===== src/rtl/multicycle_control_if.sv =====
// Controller <-> datapath/memory bundle for the multicycle MIPS-subset CPU.
// The master modport is the controller side; the slave modport is the datapath/memory side.
interface multicycle_control_if;
  logic       start_i;
  logic [5:0] Op_i;
  logic       MemReady_i;
  logic       PCWrite_o;
  logic       PCWriteCond_o;
  logic [1:0] PCSource_o;
  logic       IorD_o;
  logic       MemRead_o;
  logic       MemWrite_o;
  logic       IRWrite_o;
  logic       RegDst_o;
  logic       MemtoReg_o;
  logic       RegWrite_o;
  logic       ALUSrcA_o;
  logic [1:0] ALUSrcB_o;
  logic [2:0] ALUOp_o;
  logic       IllegalOp_o;
  logic       Retire_o;
  logic [2:0] State_o;

  modport master (
    input  start_i, Op_i, MemReady_i,
    output PCWrite_o, PCWriteCond_o, PCSource_o, IorD_o, MemRead_o, MemWrite_o,
           IRWrite_o, RegDst_o, MemtoReg_o, RegWrite_o, ALUSrcA_o, ALUSrcB_o,
           ALUOp_o, IllegalOp_o, Retire_o, State_o
  );

  modport slave (
    output start_i, Op_i, MemReady_i,
    input  PCWrite_o, PCWriteCond_o, PCSource_o, IorD_o, MemRead_o, MemWrite_o,
           IRWrite_o, RegDst_o, MemtoReg_o, RegWrite_o, ALUSrcA_o, ALUSrcB_o,
           ALUOp_o, IllegalOp_o, Retire_o, State_o
  );
endinterface


===== src/rtl/multicycle_control.sv =====
// Multicycle main controller: steps each instruction through fetch, decode, execute,
// memory and write-back and drives every datapath select/enable combinationally from state.
module multicycle_control (
  input  logic                clk_i,
  input  logic                rst_i,
  multicycle_control_if.master bus
);
  typedef enum logic [2:0] {
    S_IDLE = 3'd0, S_FETCH = 3'd1, S_DECODE = 3'd2, S_EXEC = 3'd3, S_MEM = 3'd4, S_WB = 3'd5
  } state_t;

  localparam logic [5:0] OP_R    = 6'b000000;
  localparam logic [5:0] OP_ADDI = 6'b001000;
  localparam logic [5:0] OP_LW   = 6'b100011;
  localparam logic [5:0] OP_SW   = 6'b101011;
  localparam logic [5:0] OP_BEQ  = 6'b000100;
  localparam logic [5:0] OP_J    = 6'b000010;

  state_t     state_q, state_d;
  logic [5:0] op_q, op_d;

  logic       pc_write, pc_write_cond, iord, mem_read, mem_write, ir_write;
  logic       reg_dst, mem_to_reg, reg_write, alu_src_a, illegal, retire;
  logic [1:0] pc_source, alu_src_b;
  logic [2:0] alu_op;

  always_ff @(posedge clk_i or posedge rst_i) begin
    if (rst_i) begin
      state_q <= S_IDLE;
      op_q    <= 6'd0;
    end else begin
      state_q <= state_d;
      op_q    <= op_d;
    end
  end

  always_comb begin
    state_d       = state_q;
    op_d          = op_q;
    pc_write      = 1'b0;
    pc_write_cond = 1'b0;
    pc_source     = 2'b00;
    iord          = 1'b0;
    mem_read      = 1'b0;
    mem_write     = 1'b0;
    ir_write      = 1'b0;
    reg_dst       = 1'b0;
    mem_to_reg    = 1'b0;
    reg_write     = 1'b0;
    alu_src_a     = 1'b0;
    alu_src_b     = 2'b00;
    alu_op        = 3'b000;
    illegal       = 1'b0;
    retire        = 1'b0;
    case (state_q)
      S_IDLE: if (bus.start_i) state_d = S_FETCH;
      S_FETCH: begin
        // PC+4 is computed on the ALU while the instruction is read
        mem_read  = 1'b1;
        alu_src_b = 2'b01;
        if (bus.MemReady_i) begin
          ir_write = 1'b1;
          pc_write = 1'b1;
          state_d  = S_DECODE;
        end
      end
      S_DECODE: begin
        alu_src_b = 2'b11;
        op_d      = bus.Op_i;
        case (bus.Op_i)
          OP_R, OP_ADDI, OP_LW, OP_SW, OP_BEQ: state_d = S_EXEC;
          OP_J: begin
            pc_write  = 1'b1;
            pc_source = 2'b10;
            retire    = 1'b1;
            state_d   = S_FETCH;
          end
          default: begin
            illegal = 1'b1;
            state_d = S_FETCH;
          end
        endcase
      end
      S_EXEC: begin
        alu_src_a = 1'b1;
        state_d   = S_FETCH;
        case (op_q)
          OP_R:    begin alu_op = 3'b100;                     state_d = S_WB;  end
          OP_ADDI: begin alu_op = 3'b010; alu_src_b = 2'b10;  state_d = S_WB;  end
          OP_LW, OP_SW: begin alu_src_b = 2'b10;              state_d = S_MEM; end
          OP_BEQ: begin
            alu_op        = 3'b001;
            pc_write_cond = 1'b1;
            pc_source     = 2'b01;
            retire        = 1'b1;
          end
          default: state_d = S_FETCH;
        endcase
      end
      S_MEM: begin
        iord      = 1'b1;
        mem_read  = (op_q == OP_LW);
        mem_write = (op_q == OP_SW);
        if (bus.MemReady_i) begin
          if (op_q == OP_SW) begin
            retire  = 1'b1;
            state_d = S_FETCH;
          end else begin
            state_d = S_WB;
          end
        end
      end
      S_WB: begin
        reg_write  = 1'b1;
        retire     = 1'b1;
        reg_dst    = (op_q == OP_R);
        mem_to_reg = (op_q == OP_LW);
        state_d    = S_FETCH;
      end
      default: state_d = S_IDLE;
    endcase
  end

  assign bus.PCWrite_o     = pc_write;
  assign bus.PCWriteCond_o = pc_write_cond;
  assign bus.PCSource_o    = pc_source;
  assign bus.IorD_o        = iord;
  assign bus.MemRead_o     = mem_read;
  assign bus.MemWrite_o    = mem_write;
  assign bus.IRWrite_o     = ir_write;
  assign bus.RegDst_o      = reg_dst;
  assign bus.MemtoReg_o    = mem_to_reg;
  assign bus.RegWrite_o    = reg_write;
  assign bus.ALUSrcA_o     = alu_src_a;
  assign bus.ALUSrcB_o     = alu_src_b;
  assign bus.ALUOp_o       = alu_op;
  assign bus.IllegalOp_o   = illegal;
  assign bus.Retire_o      = retire;
  assign bus.State_o       = state_q;
endmodule


===== src/flat_wrapper.sv =====
// flat-port wrapper written by rule: the top's interface ports become plain ports
module multicycle_control_flat 
  (clk_i, rst_i, bus_start_i, bus_Op_i, bus_MemReady_i, bus_PCWrite_o, bus_PCWriteCond_o, bus_PCSource_o, bus_IorD_o, bus_MemRead_o, bus_MemWrite_o, bus_IRWrite_o, bus_RegDst_o, bus_MemtoReg_o, bus_RegWrite_o, bus_ALUSrcA_o, bus_ALUSrcB_o, bus_ALUOp_o, bus_IllegalOp_o, bus_Retire_o, bus_State_o);
  multicycle_control_if bus_i ();
  input  logic clk_i;
  input  logic rst_i;
  input wire logic [$bits(bus_i.start_i)-1:0] bus_start_i;
  input wire logic [$bits(bus_i.Op_i)-1:0] bus_Op_i;
  input wire logic [$bits(bus_i.MemReady_i)-1:0] bus_MemReady_i;
  output wire logic [$bits(bus_i.PCWrite_o)-1:0] bus_PCWrite_o;
  output wire logic [$bits(bus_i.PCWriteCond_o)-1:0] bus_PCWriteCond_o;
  output wire logic [$bits(bus_i.PCSource_o)-1:0] bus_PCSource_o;
  output wire logic [$bits(bus_i.IorD_o)-1:0] bus_IorD_o;
  output wire logic [$bits(bus_i.MemRead_o)-1:0] bus_MemRead_o;
  output wire logic [$bits(bus_i.MemWrite_o)-1:0] bus_MemWrite_o;
  output wire logic [$bits(bus_i.IRWrite_o)-1:0] bus_IRWrite_o;
  output wire logic [$bits(bus_i.RegDst_o)-1:0] bus_RegDst_o;
  output wire logic [$bits(bus_i.MemtoReg_o)-1:0] bus_MemtoReg_o;
  output wire logic [$bits(bus_i.RegWrite_o)-1:0] bus_RegWrite_o;
  output wire logic [$bits(bus_i.ALUSrcA_o)-1:0] bus_ALUSrcA_o;
  output wire logic [$bits(bus_i.ALUSrcB_o)-1:0] bus_ALUSrcB_o;
  output wire logic [$bits(bus_i.ALUOp_o)-1:0] bus_ALUOp_o;
  output wire logic [$bits(bus_i.IllegalOp_o)-1:0] bus_IllegalOp_o;
  output wire logic [$bits(bus_i.Retire_o)-1:0] bus_Retire_o;
  output wire logic [$bits(bus_i.State_o)-1:0] bus_State_o;
  assign bus_i.start_i = bus_start_i;
  assign bus_i.Op_i = bus_Op_i;
  assign bus_i.MemReady_i = bus_MemReady_i;
  assign bus_PCWrite_o = bus_i.PCWrite_o;
  assign bus_PCWriteCond_o = bus_i.PCWriteCond_o;
  assign bus_PCSource_o = bus_i.PCSource_o;
  assign bus_IorD_o = bus_i.IorD_o;
  assign bus_MemRead_o = bus_i.MemRead_o;
  assign bus_MemWrite_o = bus_i.MemWrite_o;
  assign bus_IRWrite_o = bus_i.IRWrite_o;
  assign bus_RegDst_o = bus_i.RegDst_o;
  assign bus_MemtoReg_o = bus_i.MemtoReg_o;
  assign bus_RegWrite_o = bus_i.RegWrite_o;
  assign bus_ALUSrcA_o = bus_i.ALUSrcA_o;
  assign bus_ALUSrcB_o = bus_i.ALUSrcB_o;
  assign bus_ALUOp_o = bus_i.ALUOp_o;
  assign bus_IllegalOp_o = bus_i.IllegalOp_o;
  assign bus_Retire_o = bus_i.Retire_o;
  assign bus_State_o = bus_i.State_o;
  multicycle_control u_core (.clk_i(clk_i), .rst_i(rst_i), .bus(bus_i));
endmodule

===== config.mk =====
export PLATFORM = sky130hd
export DESIGN_NAME = multicycle_control_flat
export DESIGN_NICKNAME = d
export VERILOG_FILES = /design/src/rtl/multicycle_control_if.sv /design/src/rtl/multicycle_control.sv /design/src/flat_wrapper.sv
export SDC_FILE = /design/constraint.sdc
export NUM_CORES = 1
export LEC_CHECK = 0
export CAP_MARGIN = 20
export CORE_AREA = 2 2 52 54
export DETAILED_ROUTE_END_ITERATION = 8
export DIE_AREA = 0 0 54 56
export MAX_ROUTING_LAYER = met4
export PLACE_DENSITY_LB_ADDON = 0.15
export SLEW_MARGIN = 20
export SYNTH_ARGS = -nofsm -noshare
export SYNTH_HDL_FRONTEND = slang
export SYNTH_SLANG_ARGS = --single-unit

===== constraint.sdc =====
create_clock -name clk_i -period 1.8 [get_ports clk_i]
set_input_delay 0.36 -clock clk_i [delete_from_list [all_inputs] [get_ports clk_i]]
set_output_delay 0.36 -clock clk_i [all_outputs]
set_load 0.05 [all_outputs]

* Word level (Yosys, flattened, before mapping)
Cells that the tools add are included.
Word-level totals: register bits after elaboration 9, logic and storage cells 60, output and inout port bits 22, bits of input ports 10
Cells by class: muxes and demuxes 32, reduce and logical (&&, ||, !) cells 9, equal/unequal tests 17
Operator list (number):
- 6-bit == test, second input constant | 4
- 3-bit case mux with 6 select lines | 1
- 1-bit 2-to-1 mux | 16
- 3-bit 2-to-1 mux | 5
- 6-bit by 3-bit == test with 1-bit output, second input constant | 2
- 6-bit by 4-bit == test with 1-bit output, second input constant | 2
- 6-bit zero test | 2
- 3-bit case mux with 3 select lines | 1
- 3-bit by 2-bit == test with 1-bit output, second input constant | 2
- 3-bit == test, second input constant | 2
- 6-bit by 2-bit == test with 1-bit output, second input constant | 1
- 2-bit 2-to-1 mux | 3
- 2-bit inequality test, second input constant | 3
- 2-bit case mux with 3 select lines | 1
- 3-bit case mux with 2 select lines | 1
- 6-bit OR reduction | 1
- 5-bit OR reduction | 1
- 1-bit case mux with 2 select lines | 2
- 1-bit case mux with 4 select lines | 1
- 2-bit case mux with 2 select lines | 1
- 2-bit OR reduction | 2
- 3-bit by 1-bit == test with 1-bit output, second input constant | 1
- 3-bit zero test | 1
- 3-bit AND reduction | 1
- 3-bit OR reduction | 1

* Longest topological paths before layout
depth in word-level cells 4, gate-level depth with buffers 5, depth with buffers taken out 3

* Worst setup path after synthesis
OpenSTA, ideal clock, no wires.
path kind register to output, start point reg u_core.state_q[2] (netlist: u_core.bus.State_o[2]), end point out bus_MemRead_o, slack -1349 ps, cell stages (with the launch flop) 5, path buffers 1, arrival time 2789 ps, data required time 1440 ps, path through dfrtp_1 > buf_6 > nor3b_4 > inv_1 > o32ai_1
On the way: cells in the longest elaborated chain, start to end 2, elaborated cells on any way between the ends 3, those cells by class eq/ne (2); mux (1)
RTL lines:
- from (decl) | line multicycle_control.sv:19 | state_t state_q, state_d;
- from (signal assigned) | line multicycle_control.sv:32 | state_q <= state_d;
- 3-bit == test / 3-bit by 1-bit == test with 1-bit output (equally long branches) | line multicycle_control.sv:55 | case (state_q)
- 1-bit case mux with 2 select lines (*) | line multicycle_control.sv:55
- to (decl) | line flat_wrapper.sv:14 | output wire logic [$bits(bus_i.MemRead_o)-1:0] bus_MemRead_o;
Every way passes the cells marked *; elsewhere a longest branch is shown, timed or not.

* Worst setup path after layout
start point reg u_core.state_q[0] (netlist: u_core.bus.State_o[0]), end point out bus_Retire_o
On the way: cells in the longest elaborated chain, start to end 2, elaborated cells on any way between the ends 5, those cells by class eq/ne (4); mux (1)
RTL lines:
- 3-bit == test / 3-bit by 2-bit == test with 1-bit output (equally long branches) | line multicycle_control.sv:55
- 1-bit case mux with 4 select lines (*) | line multicycle_control.sv:55
- to (decl) | line flat_wrapper.sv:24 | output wire logic [$bits(bus_i.Retire_o)-1:0] bus_Retire_o;
Marks and branches as above.

==> summary.txt <==
Clocking
  – CTS HTree Levels: 1
  – CTS root buffer: clkbuf_4
  – Deepest clock path buffer count: 2
  – CTS buffer count: 3
  – CTS Sinks: 9
  – Clk slew on worst S/H paths: 0.06 ns
  – Hold-fix buffers, CTS: 0
  – CTS tree: done
  – Worst-Skew Late Latency: 0.26 ns

Synth
  – Post-synth ARST share: 1.00
  – Yosys warning count: 0
  – Synth cell count leaders: 9 x dfrtp_1, 9 x nor2_1, 7 x inv_1, 6 x mux2_2, 6 x nand2_1
  – EDFF count, synth: 0
  – Synthesized cell area: 699 µm²
  – Top post-synthesis cells by area: dfrtp_1 32%, mux2_2 9.7%, nor3b_4 5.4%, nor2_1 4.8%, inv_1 3.8%
  – Register bit total from synthesis: 9
  – Syn avg cell area: 8.74 µm²
  – Ys flop type: dfrtp_1
  – Synth area leader: dfrtp_1
  – Synth unique cells: 36
  – Mapped Cells: 80
  – Synth top area share: 0.322
  – Net Count, Synth: 90
  – Register area share after synthesis: 0.322

Floorplanning
  – Die Width: 54 µm
  – IO Count: 32
  – Die ar.: 3020 µm²
  – Placeable Area: 2430 µm²
  – Initial core utilization: 0.288
  – # rows: 18
  – Die height: 56 µm

Power and ir drop
  – Switching share of total power: 0.455
  – Comb pwr share: 0.730
  – Switch Pwr: 0.00101 W
  – Clk pwr share: 0.069
  – Worst vdd ir: 1.06 mV
  – Int Pwr: 0.00120 W
  – LEAKAGE: 0.749 nW
  – Pwr dens: 1230 nW/µm²
  – Register share of total power: 0.201

GRT
  – Number of global-route vias before repair: 863
  – Total GRT Usage: 0.176
  – Antenna violations before repair: 0
  – Largest net degree at the start of global routing: 10
  – Aggregate global routing overflow: 0
  – First-pass GRT wire length: 3.91 mm

Routing
  – TritonRoute pass-1 iters: 4
  – Routed Antenna Nets: 0
  – WL final: 2.32 mm
  – Routed length per instance: 13.2 µm
  – DRC viols: 0
  – Vias per inst: 4.89
  – Initial DRC count: 12
  – Via count: 861

Critical path
  – CP arrival: 1.57 ns
  – Max stage delay on crit path: 0.48 ns
  – Worst path cell trace: and3b_2 -> nand4b_1 -> buf_6 -> o2111ai_4 -> buf_12
  – Startpoint types: flip-flop
  – Crit path required time: 1.44 ns
  – CP Capture Type: primary output
  – Slowest cell on the critical path: dfrtp_2
  – WS Path Type: reg2out
  – Crit-path max FO: 7

STA
  – Post-layout min period: 1.93 ns
  – Skew final: 0.00297 ns
  – Period utilization: 1.07
  – Final setup TNS: -0.831 ns
  – F_max: 518 MHz
  – Max-slew violations: 0
  – Worst slew margin: 0.774
  – Final worst setup slack: -0.129 ns
  – Final setup fails: 11
  – Worst-Margin Slew: 0.338 ns
  – Unrepaired setup endpoints after global routing: yes
  – Final hold violation count: 0

Placement
  – HPWL Detailed: 1.63 mm
  – Worst slack at placement: -0.420 ns
  – Final Wtd Congestion: 0.760
  – Quantity of I/O buffers inserted on ports: 31
  – Dpl cells: 154

Cells and area
  – Area Overhead vs Synth: 158%
  – Final Net Count: 157
  – Layout Cells excl Fill: 176
  – Ant diodes: 0
  – Layout cells sized above 1: 0.795

Flow run
  – Max Cap Viol: 0

Outcome
  – Status: finished with violations
  – Failing checks: negative setup slack

Min path
  – Hold WC Path Type: in2async
final cells by class:
| class | instances | area [µm²] |
|---|---|---|
| multi-input combinational | 59 | 673 |
| fill | 156 | 631 |
| tap | 30 | 37.5 |
| clock buffer | 4 | 26.3 |
| inverter | 7 | 37.5 |
| timing repair buffer | 67 | 795 |
| sequential | 9 | 233 |
power groups by stage:
stage / clock network [W] / logic, W / registers, W
floorplan: 0 / 0.000727 / 0.000424
global placement: 0 / 0.00122 / 0.000409
detailed placement: 0 / 0.00123 / 0.000415
CTS: 0.000161 / 0.00148 / 0.000402
global route: 0.000174 / 0.00169 / 0.000458
finish: 0.000152 / 0.00161 / 0.000445
metrics by stage:
stage	cell area [µm²]	utilization	power [W]	hold slack (ns)
6_report	1800	0.741	0.00221	0.364
5_1_grt	1800	0.741	0.00233	0.399
4_1_cts	1700	0.698	0.00204	0.371
3_5_place_dp	1470	0.606	0.00164	0.539
3_3_place_gp	1470	0.606	0.00162	0.532
2_1_floorplan	853	-	0.00115	0.188
worst paths after layout:
path                       depth (start not counted)  slack, ns                           endpoint                               from
max in group asynchronous                          2       1.16         u_core.op_q[0]$_DFFE_PP0P_                              rst_i
min in group clk_i                                 2       0.47         u_core.op_q[1]$_DFFE_PP0P_                        bus_Op_i[1]
max                                                5      -0.13                       bus_Retire_o  u_core.bus.State_o[0]$_DFFE_PP0P_
min reg2reg                                        1       0.64         u_core.op_q[0]$_DFFE_PP0P_         u_core.op_q[0]$_DFFE_PP0P_
min                                                2       0.36  u_core.bus.State_o[1]$_DFFE_PP0P_                              rst_i
max reg2reg                                        4       0.30         u_core.op_q[5]$_DFFE_PP0P_  u_core.bus.State_o[0]$_DFFE_PP0P_
kinds of logic after synthesis:
family          synth area share
mux                        0.111
xor+xnor                  0.0125
simple gates               0.324
buf+inv                   0.0876
compound gates             0.143
flops                      0.322
timing repair:
item                       4_1_cts  5_1_grt
buffers inserted                14        5
setup endpoints to repair       16       16
gates resized for setup         34       20
pin swaps                       12       10
flip-flops by register name, indices dropped and copies added (netlist names):
name and flops:
u_core.bus.State_o 3, u_core.op_q 6
critical path, delay by kind of cell (launching register included):
| family | cells | cell delay (ns) |
|---|---|---|
| AOI/OAI and AO/OA | 1 | 0.11 |
| buffers and inverters | 2 | 0.32 |
| DFF | 1 | 0.48 |
| and+or+nand+nor | 2 | 0.40 |
layout by cell type (no fill, tap or decap), types with 2 or more instances in the layout:
cell	synthesis	layout
nor3_4	0	2
inv_2	0	2
buf_4	2	33
clkbuf_4	0	3
clkdlybuf4s15_2	0	3
dfrtp_2	0	6
nor2_2	0	3
nand2b_1	2	2
nor2_4	0	4
clkdlybuf4s50_1	0	3
nor4_4	0	2
dfrtp_1	9	3
buf_12	0	20
mux2_2	6	6
nand2_4	0	4
nor2_1	9	2
a21oi_1	3	2
dlygate4sd2_1	0	2
buf_6	1	4
nor3b_4	2	2
inv_1	7	2
metal layers:
metal,up-vias,GRT usage,part of all wire
li1,422,-,-
met1,410,0.204,0.40
met2,25,0.305,0.55
met3,4,0.0161,0.038
met4,0,0.0643,0.011
met5,-,-,0
No activity file was read; power rests on OpenSTA's default activity.
